## config.mk

```make
export PLATFORM = sky130hd
export DESIGN_NAME = seq_det_ctrl_flat
export DESIGN_NICKNAME = d
export VERILOG_FILES = /design/src/rtl/seq_det_pkg.sv /design/src/rtl/seq_det_if.sv /design/src/rtl/seq_matcher.sv /design/src/rtl/seq_det_ctrl.sv /design/src/flat_wrapper.sv
export SDC_FILE = /design/constraint.sdc
export NUM_CORES = 1
export LEC_CHECK = 0
export ABC_AREA = 1
export CAP_MARGIN = 20
export CORE_MARGIN = 2
export CORE_UTILIZATION = 45
export CTS_CLUSTER_DIAMETER = 100
export DETAILED_ROUTE_END_ITERATION = 8
export PLACE_DENSITY = 0.64
export SLEW_MARGIN = 40
export SYNTH_ARGS = -nofsm -noshare
export SYNTH_HDL_FRONTEND = slang
export SYNTH_SLANG_ARGS = --single-unit
export TNS_END_PERCENT = 100
```

## constraint.sdc

```tcl
create_clock -name clk -period 3 [get_ports clk]
set_clock_uncertainty 0.1 [all_clocks]
set_input_delay 0.3 -clock clk [delete_from_list [all_inputs] [get_ports clk]]
set_output_delay 0.3 -clock clk [all_outputs]
set_load 0.01 [all_outputs]
```

## src/rtl/seq_det_pkg.sv

```systemverilog
// Shared types for the programmable sequence detector.
// State encoding and error codes used by the controller and its users.
package seq_det_pkg;

    typedef enum logic [2:0] {
        ST_IDLE   = 3'd0,
        ST_LOADED = 3'd1,
        ST_ARMED  = 3'd2,
        ST_DONE   = 3'd3,
        ST_ERROR  = 3'd4
    } state_e;

    localparam logic [1:0] ERR_NONE = 2'b00;
    localparam logic [1:0] ERR_CFG  = 2'b01;
    localparam logic [1:0] ERR_TMO  = 2'b10;

endpackage

```

## src/rtl/seq_det_if.sv

```systemverilog
// Config, command, serial-stream and status bundle of seq_det_ctrl.
// master drives config/commands/bits; slave is the detector.
interface seq_det_if #(
    parameter int MAX_LEN = 8,
    parameter int CNT_W   = 8,
    parameter int TMO_W   = 16,
    localparam int LEN_W  = $clog2(MAX_LEN + 1)
) ();

    logic               cfg_valid;
    logic               cfg_ready;
    logic [MAX_LEN-1:0] cfg_pattern;
    logic [LEN_W-1:0]   cfg_len;
    logic [CNT_W-1:0]   cfg_limit;
    logic [TMO_W-1:0]   cfg_timeout;
    logic               start;
    logic               abort;
    logic               clr;
    logic               bit_valid;
    logic               bit_in;
    logic               bit_ready;
    logic               match;
    logic [CNT_W-1:0]   match_count;
    logic               busy;
    logic               done;
    logic [1:0]         err;

    modport master (
        output cfg_valid, cfg_pattern, cfg_len, cfg_limit, cfg_timeout,
        output start, abort, clr, bit_valid, bit_in,
        input  cfg_ready, bit_ready, match, match_count, busy, done, err
    );

    modport slave (
        input  cfg_valid, cfg_pattern, cfg_len, cfg_limit, cfg_timeout,
        input  start, abort, clr, bit_valid, bit_in,
        output cfg_ready, bit_ready, match, match_count, busy, done, err
    );

endinterface

```

## src/rtl/seq_matcher.sv

```systemverilog
// History shift register, fill counter and pattern compare.
// hit is combinational on the bit being shifted in this cycle.
module seq_matcher #(
    parameter int MAX_LEN = 8,
    localparam int LEN_W  = $clog2(MAX_LEN + 1)
) (
    input  logic               clk,
    input  logic               reset,
    input  logic               shift_en,
    input  logic               bit_in,
    input  logic               flush,
    input  logic [MAX_LEN-1:0] pattern,
    input  logic [LEN_W-1:0]   len,
    output logic               hit
);

    logic [MAX_LEN-1:0] hist_q, hist_d, hist_nx;
    logic [MAX_LEN-1:0] rev, aligned, mask;
    logic [LEN_W-1:0]   fill_q, fill_d, fill_nx, sh;

    // Newest bit sits in hist[0]; pattern[len-1-i] is realigned onto hist[i]
    always_comb begin
        hist_nx = {hist_q[MAX_LEN-2:0], bit_in};
        fill_nx = (fill_q == LEN_W'(MAX_LEN)) ? fill_q : fill_q + LEN_W'(1);
        rev     = {<<{pattern}};
        sh      = LEN_W'(MAX_LEN) - len;
        aligned = rev >> sh;
        mask    = {MAX_LEN{1'b1}} >> sh;
        hit     = shift_en && !flush && (fill_nx >= len) &&
                  (((hist_nx ^ aligned) & mask) == '0);
        hist_d  = hist_q;
        fill_d  = fill_q;
        if (flush) begin
            hist_d = '0;
            fill_d = '0;
        end else if (shift_en) begin
            hist_d = hist_nx;
            fill_d = fill_nx;
        end
    end

    always_ff @(posedge clk or negedge reset) begin
        if (!reset) begin
            hist_q <= '0;
            fill_q <= '0;
        end else begin
            hist_q <= hist_d;
            fill_q <= fill_d;
        end
    end

endmodule

```

## src/rtl/seq_det_ctrl.sv

```systemverilog
// Programmable serial sequence-detector controller.
// Sequences config, arming, match counting, limit and inactivity timeout.
module seq_det_ctrl
    import seq_det_pkg::*;
#(
    parameter int MAX_LEN = 8,
    parameter int CNT_W   = 8,
    parameter int TMO_W   = 16,
    localparam int LEN_W  = $clog2(MAX_LEN + 1)
) (
    input logic       clk,
    input logic       reset,
    seq_det_if.slave  bus
);

    state_e             state_q, state_d;
    logic [MAX_LEN-1:0] pat_q, pat_d;
    logic [LEN_W-1:0]   len_q, len_d;
    logic [CNT_W-1:0]   lim_q, lim_d;
    logic [CNT_W-1:0]   cnt_q, cnt_d, cnt_inc;
    logic [TMO_W-1:0]   tmo_q, tmo_d;
    logic [TMO_W-1:0]   tcnt_q, tcnt_d, tcnt_inc;
    logic               match_q, match_d;
    logic [1:0]         err_q, err_d;
    logic               armed, hs, shift_en, flush, hit, cfg_ok;

    assign armed    = (state_q == ST_ARMED);
    assign hs       = bus.bit_valid & armed;
    assign shift_en = hs & ~bus.abort;
    assign flush    = (state_q == ST_LOADED) & bus.start & ~bus.abort;
    assign cfg_ok   = (bus.cfg_len != '0) &&
                      (bus.cfg_len <= LEN_W'(MAX_LEN));
    assign cnt_inc  = (&cnt_q) ? cnt_q : cnt_q + CNT_W'(1);
    assign tcnt_inc = tcnt_q + TMO_W'(1);

    assign bus.cfg_ready   = (state_q == ST_IDLE);
    assign bus.bit_ready   = armed;
    assign bus.busy        = armed;
    assign bus.done        = (state_q == ST_DONE);
    assign bus.match       = match_q;
    assign bus.match_count = cnt_q;
    assign bus.err         = err_q;

    seq_matcher #(.MAX_LEN(MAX_LEN)) u_matcher (
        .clk      (clk),
        .reset    (reset),
        .shift_en (shift_en),
        .bit_in   (bus.bit_in),
        .flush    (flush),
        .pattern  (pat_q),
        .len      (len_q),
        .hit      (hit)
    );

    always_comb begin
        state_d = state_q;
        pat_d   = pat_q;
        len_d   = len_q;
        lim_d   = lim_q;
        tmo_d   = tmo_q;
        cnt_d   = cnt_q;
        tcnt_d  = tcnt_q;
        err_d   = err_q;
        match_d = 1'b0;
        unique case (state_q)
            ST_IDLE: begin
                if (bus.cfg_valid && cfg_ok) begin
                    pat_d   = bus.cfg_pattern;
                    len_d   = bus.cfg_len;
                    lim_d   = bus.cfg_limit;
                    tmo_d   = bus.cfg_timeout;
                    state_d = ST_LOADED;
                end else if (bus.cfg_valid) begin
                    err_d   = ERR_CFG;
                    state_d = ST_ERROR;
                end
            end
            ST_LOADED: begin
                if (bus.abort) begin
                    state_d = ST_IDLE;
                end else if (bus.start) begin
                    cnt_d   = '0;
                    tcnt_d  = '0;
                    state_d = ST_ARMED;
                end
            end
            ST_ARMED: begin
                // abort wins over a coincident bit, which is then dropped
                if (bus.abort) begin
                    state_d = ST_IDLE;
                end else if (hs) begin
                    tcnt_d = '0;
                    if (hit) begin
                        match_d = 1'b1;
                        cnt_d   = cnt_inc;
                        if (lim_q != '0 && cnt_inc == lim_q)
                            state_d = ST_DONE;
                    end
                end else begin
                    tcnt_d = tcnt_inc;
                    if (tmo_q != '0 && tcnt_inc == tmo_q) begin
                        err_d   = ERR_TMO;
                        state_d = ST_ERROR;
                    end
                end
            end
            ST_DONE, ST_ERROR: begin
                if (bus.clr) begin
                    err_d   = ERR_NONE;
                    state_d = ST_IDLE;
                end
            end
            default: state_d = ST_IDLE;
        endcase
    end

    always_ff @(posedge clk or negedge reset) begin
        if (!reset) begin
            state_q <= ST_IDLE;
            pat_q   <= '0;
            len_q   <= '0;
            lim_q   <= '0;
            tmo_q   <= '0;
            cnt_q   <= '0;
            tcnt_q  <= '0;
            match_q <= 1'b0;
            err_q   <= ERR_NONE;
        end else begin
            state_q <= state_d;
            pat_q   <= pat_d;
            len_q   <= len_d;
            lim_q   <= lim_d;
            tmo_q   <= tmo_d;
            cnt_q   <= cnt_d;
            tcnt_q  <= tcnt_d;
            match_q <= match_d;
            err_q   <= err_d;
        end
    end

endmodule

```

## src/flat_wrapper.sv

```systemverilog
// flat-port wrapper written by rule: the top's interface ports become plain ports
module seq_det_ctrl_flat import seq_det_pkg::*;
#(
    parameter int MAX_LEN = 8,
    parameter int CNT_W   = 8,
    parameter int TMO_W   = 16,
    localparam int LEN_W  = $clog2(MAX_LEN + 1)
)
  (clk, reset, bus_cfg_valid, bus_cfg_pattern, bus_cfg_len, bus_cfg_limit, bus_cfg_timeout, bus_start, bus_abort, bus_clr, bus_bit_valid, bus_bit_in, bus_cfg_ready, bus_bit_ready, bus_match, bus_match_count, bus_busy, bus_done, bus_err);
  seq_det_if #(.MAX_LEN(MAX_LEN), .CNT_W(CNT_W), .TMO_W(TMO_W)) bus_i ();
  input logic clk;
  input logic reset;
  input wire logic [$bits(bus_i.cfg_valid)-1:0] bus_cfg_valid;
  input wire logic [$bits(bus_i.cfg_pattern)-1:0] bus_cfg_pattern;
  input wire logic [$bits(bus_i.cfg_len)-1:0] bus_cfg_len;
  input wire logic [$bits(bus_i.cfg_limit)-1:0] bus_cfg_limit;
  input wire logic [$bits(bus_i.cfg_timeout)-1:0] bus_cfg_timeout;
  input wire logic [$bits(bus_i.start)-1:0] bus_start;
  input wire logic [$bits(bus_i.abort)-1:0] bus_abort;
  input wire logic [$bits(bus_i.clr)-1:0] bus_clr;
  input wire logic [$bits(bus_i.bit_valid)-1:0] bus_bit_valid;
  input wire logic [$bits(bus_i.bit_in)-1:0] bus_bit_in;
  output wire logic [$bits(bus_i.cfg_ready)-1:0] bus_cfg_ready;
  output wire logic [$bits(bus_i.bit_ready)-1:0] bus_bit_ready;
  output wire logic [$bits(bus_i.match)-1:0] bus_match;
  output wire logic [$bits(bus_i.match_count)-1:0] bus_match_count;
  output wire logic [$bits(bus_i.busy)-1:0] bus_busy;
  output wire logic [$bits(bus_i.done)-1:0] bus_done;
  output wire logic [$bits(bus_i.err)-1:0] bus_err;
  assign bus_i.cfg_valid = bus_cfg_valid;
  assign bus_i.cfg_pattern = bus_cfg_pattern;
  assign bus_i.cfg_len = bus_cfg_len;
  assign bus_i.cfg_limit = bus_cfg_limit;
  assign bus_i.cfg_timeout = bus_cfg_timeout;
  assign bus_i.start = bus_start;
  assign bus_i.abort = bus_abort;
  assign bus_i.clr = bus_clr;
  assign bus_i.bit_valid = bus_bit_valid;
  assign bus_i.bit_in = bus_bit_in;
  assign bus_cfg_ready = bus_i.cfg_ready;
  assign bus_bit_ready = bus_i.bit_ready;
  assign bus_match = bus_i.match;
  assign bus_match_count = bus_i.match_count;
  assign bus_busy = bus_i.busy;
  assign bus_done = bus_i.done;
  assign bus_err = bus_i.err;
  seq_det_ctrl #(.MAX_LEN(MAX_LEN), .CNT_W(CNT_W), .TMO_W(TMO_W)) u_core (.clk(clk), .reset(reset), .bus(bus_i));
endmodule
```

======== Word level (Yosys, flattened, before mapping) ========
Cells that the tools add are included.
storage, ports and cells
  flip-flop bits (word level) ............. 77
  output and inout port bits .............. 15
operators by class
  $add $sub $neg .......................... 4
  magnitude comparators ................... 2
  equal/unequal tests ..................... 22
  shift operators ......................... 2
  muxes and demuxes ....................... 39
  bitwise logic cells ..................... 7
  reduce and logical (&&, ||, !) cells .... 23
operators with widths
  kind                     count
  $mux W16                 4
  $mux W8                  6
  $pmux W16 S2             1
  $mux W3                  10
  $ne A2 B2 Y1 const B     10
  $add A16 B1 Y16 const B  1
  $eq A16 B16 Y1           1
  $pmux W8 S2              1
  $reduce_bool A16 Y1      1
  $mux W7                  2
  $mux W2                  6
  $mux W4                  3
  $ne A4 B4 Y1 const B     3
  $pmux W3 S4              1
  $reduce_and A6 Y1        2
  $add A8 B1 Y8 const B    1
  $and A8 B8 Y8            1
  $eq A8 B8 Y1             1
  $logic_not A8 Y1         1
  $reduce_and A8 Y1        1
  $reduce_bool A8 Y1       1
  $shr A8 B4 Y8            1
  $shr A8 B4 Y8 const A    1
  $xor A8 B8 Y8            1
  24 further kinds         38

======== Depth between registers and ports, before layout ========
  depth in word-level cells ............... 11
  depth in mapped cells ................... 22
  gate-level depth less buffers ........... 20

======== Modules after synthesis ========
Synthesis repeated with hierarchy kept, for this count alone.
second synthesis, totals
  cell total of the unflattened synthesis .. 667
  area, all modules ....................... 4951.0 um^2
modules (own cells, without submodules)
  module        times used  cells each  area an instance (um^2)
  seq_det_ctrl  1           497         3761.1
  seq_matcher   1           170         1189.9

======== Worst setup path before layout ========
Ideal clock, no wire load.
  path type ............................... register -> register
  start point ............................. reg u_core.len_q[0]
  end point ............................... reg u_core.cnt_q[4] (netlist: u_core.bus.match_count[4])
  setup time .............................. 119 ps
  data arrival time ....................... 2168 ps
  path slack .............................. 613 ps
  stages on the path, launching flop included .. 20
  cells stage by stage .................... dfrtp_1 > buf_4 > inv_2 > buf_6 > ha_1 > buf_2 > inv_2 > nand3_1 > nand3_1 > nand3_1 > nand3_1 > nand2_1 > nor2_1 > nand2_1 > nand2_1 > nand2_1 > nand2_1 > nand2_2 > nand2_1 > nand2_1
on the way
  cells in the longest elaborated chain, start to end .. 8
RTL lines
  item                             line                 text
  start: declaration               seq_det_ctrl.sv:18   logic [LEN_W-1:0] len_q, len_d;
  start signal: assignment         seq_det_ctrl.sv:131  len_q <= len_d;
  $sub A4 B4 Y4                    seq_matcher.sv:26    sh = LEN_W'(MAX_LEN) - len;
  $shr A8 B4 Y8                    seq_matcher.sv:27    aligned = rev >> sh;
  $xor A8 B8 Y8                    seq_matcher.sv:30    (((hist_nx ^ aligned) & mask) == '0);
  $and A8 B8 Y8                    seq_matcher.sv:30
  $logic_not A8 Y1                 seq_matcher.sv:30
  $logic_and A1 B1 Y1 (*)          seq_matcher.sv:29    hit = shift_en && !flush && (fill_nx >= len) &&
  $ne A2 B2 Y1 (no line) (*)       --
  $reduce_and A6 Y1 (no line) (*)  --
  end signal: assignment           seq_det_ctrl.sv:134  cnt_q <= cnt_d;
  end: declaration                 seq_det_ctrl.sv:20   logic [CNT_W-1:0] cnt_q, cnt_d, cnt_inc;
Mark *: on every way between the ends. The rest lies on a longest branch, timed or not.
A chain may end at the register's enable or synchronous reset.

======== Worst setup path in the final report ========
  start point ............................. reg u_core.len_q[0]
  end point ............................... reg u_core.cnt_q[5] (netlist: u_core.bus.match_count[5])
Same word-level chain as after synthesis.

==> qor.txt <==
# setup viols final: 0
Peak VDD IR: 0.612 mV
DRC viols: 0
Most frequent cells in the layout: 248 x nand2_1, 87 x inv_1, 84 x nand3_1, 76 x dfrtp_1, 57 x clkdlybuf4s50_1
Setup crit end kind: flop
Final WL: 12200 um
Vias: 4653
Root Driver: clkbuf_8
Initial Utilization: 45.6%
Fin worst setup slack: 0.339 ns
Drt pass-1 iters: 5
Worst-path clk slew: 0.08 ns
Area Overhead vs Synth: 19.4%
Clk_lat worst skew: 0.37 ns
Io pins: 59
Cts bufs inserted: 9
DIE AREA: 0.0117 sq mm
Yosys reg bits: 77
R2r endpoint: u_core.bus.match_count[5]$_DFFE_PN0P_
Post-detail-place hpwl: 9050 um
Core area: 0.0107 sq mm
Reg2reg start: u_core.len_q[0]$_DFFE_PN0P_
Ant diodes: 0
Max Cap Viol: 0
CTS tree: built
Post-Route Setup TNS: 0 ns
PwrDens: 907 mW/mm^2
HP Class: in -> reg
Routability Congestion: 0.937
Vias in the first global route: 4433
Critical path startpoint category: flop
Die Width: 108 um
FP Rows: 38
Vias/cell: 5.14
Largest net degree at the start of global routing: 78
Syn nets: 758
Minimum hold slack: 0.357 ns
CTS sink count: 77
P_int: 2.91 mW
Most common cell after layout, fill and taps aside: nand2_1
Final #Nets: 817
Final Non-Filler Cells: 906
DRT iter0 DRCs: 214
Gate power share: 48.6%
Crit Path Category: reg -> reg
Status: finished clean
Port Buf Inserts: 58
Distinct cells, synth: 36
H-tree depth: 3
Worst-margin pin slew: 0.718 ns
Share of layout cells above drive strength 1: 6.40%
Synth warn: 0
Wire length per cell: 13.4 um
Highest clock rate: 376 MHz
Seq pwr share: 34.1%
Switching power: 2.37 mW
Fin crit share: 88.7%
Arrival @ worst endpoint: 2.83 ns
Min-Delay Endpoint: u_core.pat_q[6]$_DFFE_PN0P_
Deepest clock path buffer count: 2
Critical Path RT: 3.16 ns
Final Core Density: 54.4%
Clock share of power: 17.2%
First-pass GRT wire length: 20500 um
Power consumption: 5.28 mW
Cells on worst reg2reg path: 16
Crit-path max FO: 13
Mapped Cells: 703
Final Hold Fails: 0
RSZ-0062 raised after global routing: false
Seq/Total Area, Yosys: 39.5%
Hold Path Origin: bus_cfg_pattern[6]
Gr ovfl total: 0
Finished layout cell area: 0.00582 sq mm
GRT Total Usage: 22.2%
WHS Path Cells: 3
Initial antenna violation count: 0
Post-placement cell count: 890
ANT nets after route: 0
Die Height: 108 um
Headroom to the max-slew limit: 52.1%
Post-CTS setup buffer count: 0
Minimum clock period: 2.66 ns
Post-DP Area: 0.00559 sq mm
Syn Area/Cell: 6.94 sq um
Sw Share: 44.9%
Pre-CTS setup slack: 0.269 ns
Lkg Pwr: 2.89 nW
R2R Setup Slk: 0.34 ns
Cell Area, Synth: 0.00488 sq mm
Max Slew Vio Count: 0
## registers in the layout, indices dropped and copies added (netlist names)
name	cells
u_core.tcnt_q	16
u_core.u_matcher.hist_q	7
u_core.pat_q	8
u_core.len_q	4
u_core.tmo_q	16
u_core.bus.err	2
u_core.bus.match	1
u_core.state_q	3
u_core.u_matcher.fill_q	4
u_core.bus.match_count	8
u_core.lim_q	8
## power by group through the flow
| stage | logic [mW] | registers, mW | clock network, mW |
|---|---|---|---|
| final | 2.57 | 1.80 | 0.911 |
| after global routing | 2.99 | 1.86 | 0.976 |
| after CTS | 2.57 | 1.80 | 0.929 |
| after detailed placement | 2.55 | 1.81 | 0 |
| after global placement | 2.49 | 1.81 | 0 |
| after floorplan | 2.00 | 1.71 | 0 |
## logic make-up (layout without fill, tap and decap cells)
group	Yosys count	after routing	share of synthesized area (%)
adder cells (fa/ha/maj)	11	11	2.82
buffers and inverters	109	172	8.93
XOR/XNOR	12	12	2.15
AND/OR/NAND/NOR	420	420	38.0
AO/OA/AOI/OAI	74	74	8.59
flip-flops	77	77	39.5
## Yosys cell counts
library cell | count | area share (%)
a32o_1 | 1 | 0.21
o21ai_2 | 1 | 0.18
nor2_8 | 2 | 0.82
xor2_1 | 9 | 1.6
buf_6 | 1 | 0.23
o21bai_1 | 1 | 0.15
o211ai_1 | 1 | 0.15
nor2_1 | 43 | 3.3
o21ai_1 | 1 | 0.10
nor3_4 | 1 | 0.33
inv_2 | 3 | 0.23
nor2_2 | 4 | 0.51
o21ai_0 | 42 | 4.3
clkbuf_1 | 4 | 0.31
nand2_4 | 1 | 0.23
inv_1 | 87 | 6.7
nand2_1 | 248 | 19
dfrtp_1 | 77 | 39
xnor2_1 | 3 | 0.54
clkinv_1 | 2 | 0.15
nand3_1 | 84 | 8.6
buf_2 | 9 | 0.92
nand4_1 | 19 | 2.4
nor3_2 | 1 | 0.21
nand3_2 | 3 | 0.62
a21oi_1 | 7 | 0.72
o22ai_1 | 19 | 2.4
nor2_4 | 1 | 0.23
buf_4 | 2 | 0.31
nand2_2 | 8 | 1.0
nand3b_1 | 1 | 0.15
or3_1 | 1 | 0.13
nor3_1 | 3 | 0.31
buf_1 | 1 | 0.077
ha_1 | 11 | 2.8
a21oi_4 | 1 | 0.33
## cell type report
cell class	count	area [sq um]
clock inverters	5	83.8
clock buffers	10	138
multi-input cells	517	2520
inverters	92	345
well taps	140	175
repair buffers	65	637
fillers	1040	4870
flip-flops and latches	77	1930
## how the worst max path moves through the flow
stage                                       endpoint  slack [ns]  cells after the start                   startpoint
2_1_floorplan  u_core.bus.match_count[4]$_DFFE_PN0P_        0.61                     19  u_core.len_q[0]$_DFFE_PN0P_
3_3_place_gp   u_core.bus.match_count[1]$_DFFE_PN0P_        0.40                     14  u_core.len_q[0]$_DFFE_PN0P_
3_5_place_dp   u_core.bus.match_count[5]$_DFFE_PN0P_        0.27                     16  u_core.len_q[0]$_DFFE_PN0P_
4_1_cts        u_core.bus.match_count[5]$_DFFE_PN0P_        0.26                     16  u_core.len_q[0]$_DFFE_PN0P_
5_1_grt        u_core.bus.match_count[2]$_DFFE_PN0P_        0.05                     17  u_core.len_q[0]$_DFFE_PN0P_
6_report       u_core.bus.match_count[5]$_DFFE_PN0P_        0.34                     16  u_core.len_q[0]$_DFFE_PN0P_
## critical path, stage by stage (launching register included)
cell	delay, ns
dfrtp_2	0.48
inv_2	0.14
ha_1	0.43
inv_2	0.18
nand3_1	0.16
nand3_1	0.14
nand3_1	0.08
nand3_1	0.09
nand2_1	0.05
nor2_1	0.10
nand2_1	0.07
nand2_1	0.09
nand2_1	0.08
nand2_1	0.10
nand2_2	0.12
nand2_1	0.09
nand2_1	0.06
## metal layers
layer	wire length, um	share of wire [%]	global-route usage, %
met5	0	0	0
met4	214	1.8	6.96
met3	514	4.2	5.36
met2	6040	50	38.4
met1	5410	44	27.4
## timing repair
| action | in CTS | in global routing |
|---|---|---|
| gates resized for setup | 0 | 1 |
| setup endpoints to repair | 0 | 11 |
| endpoints found under the hold margin | 77 | 0 |
| hold buffers | 1 | 0 |
No activity file was read; power rests on OpenSTA's default activity.
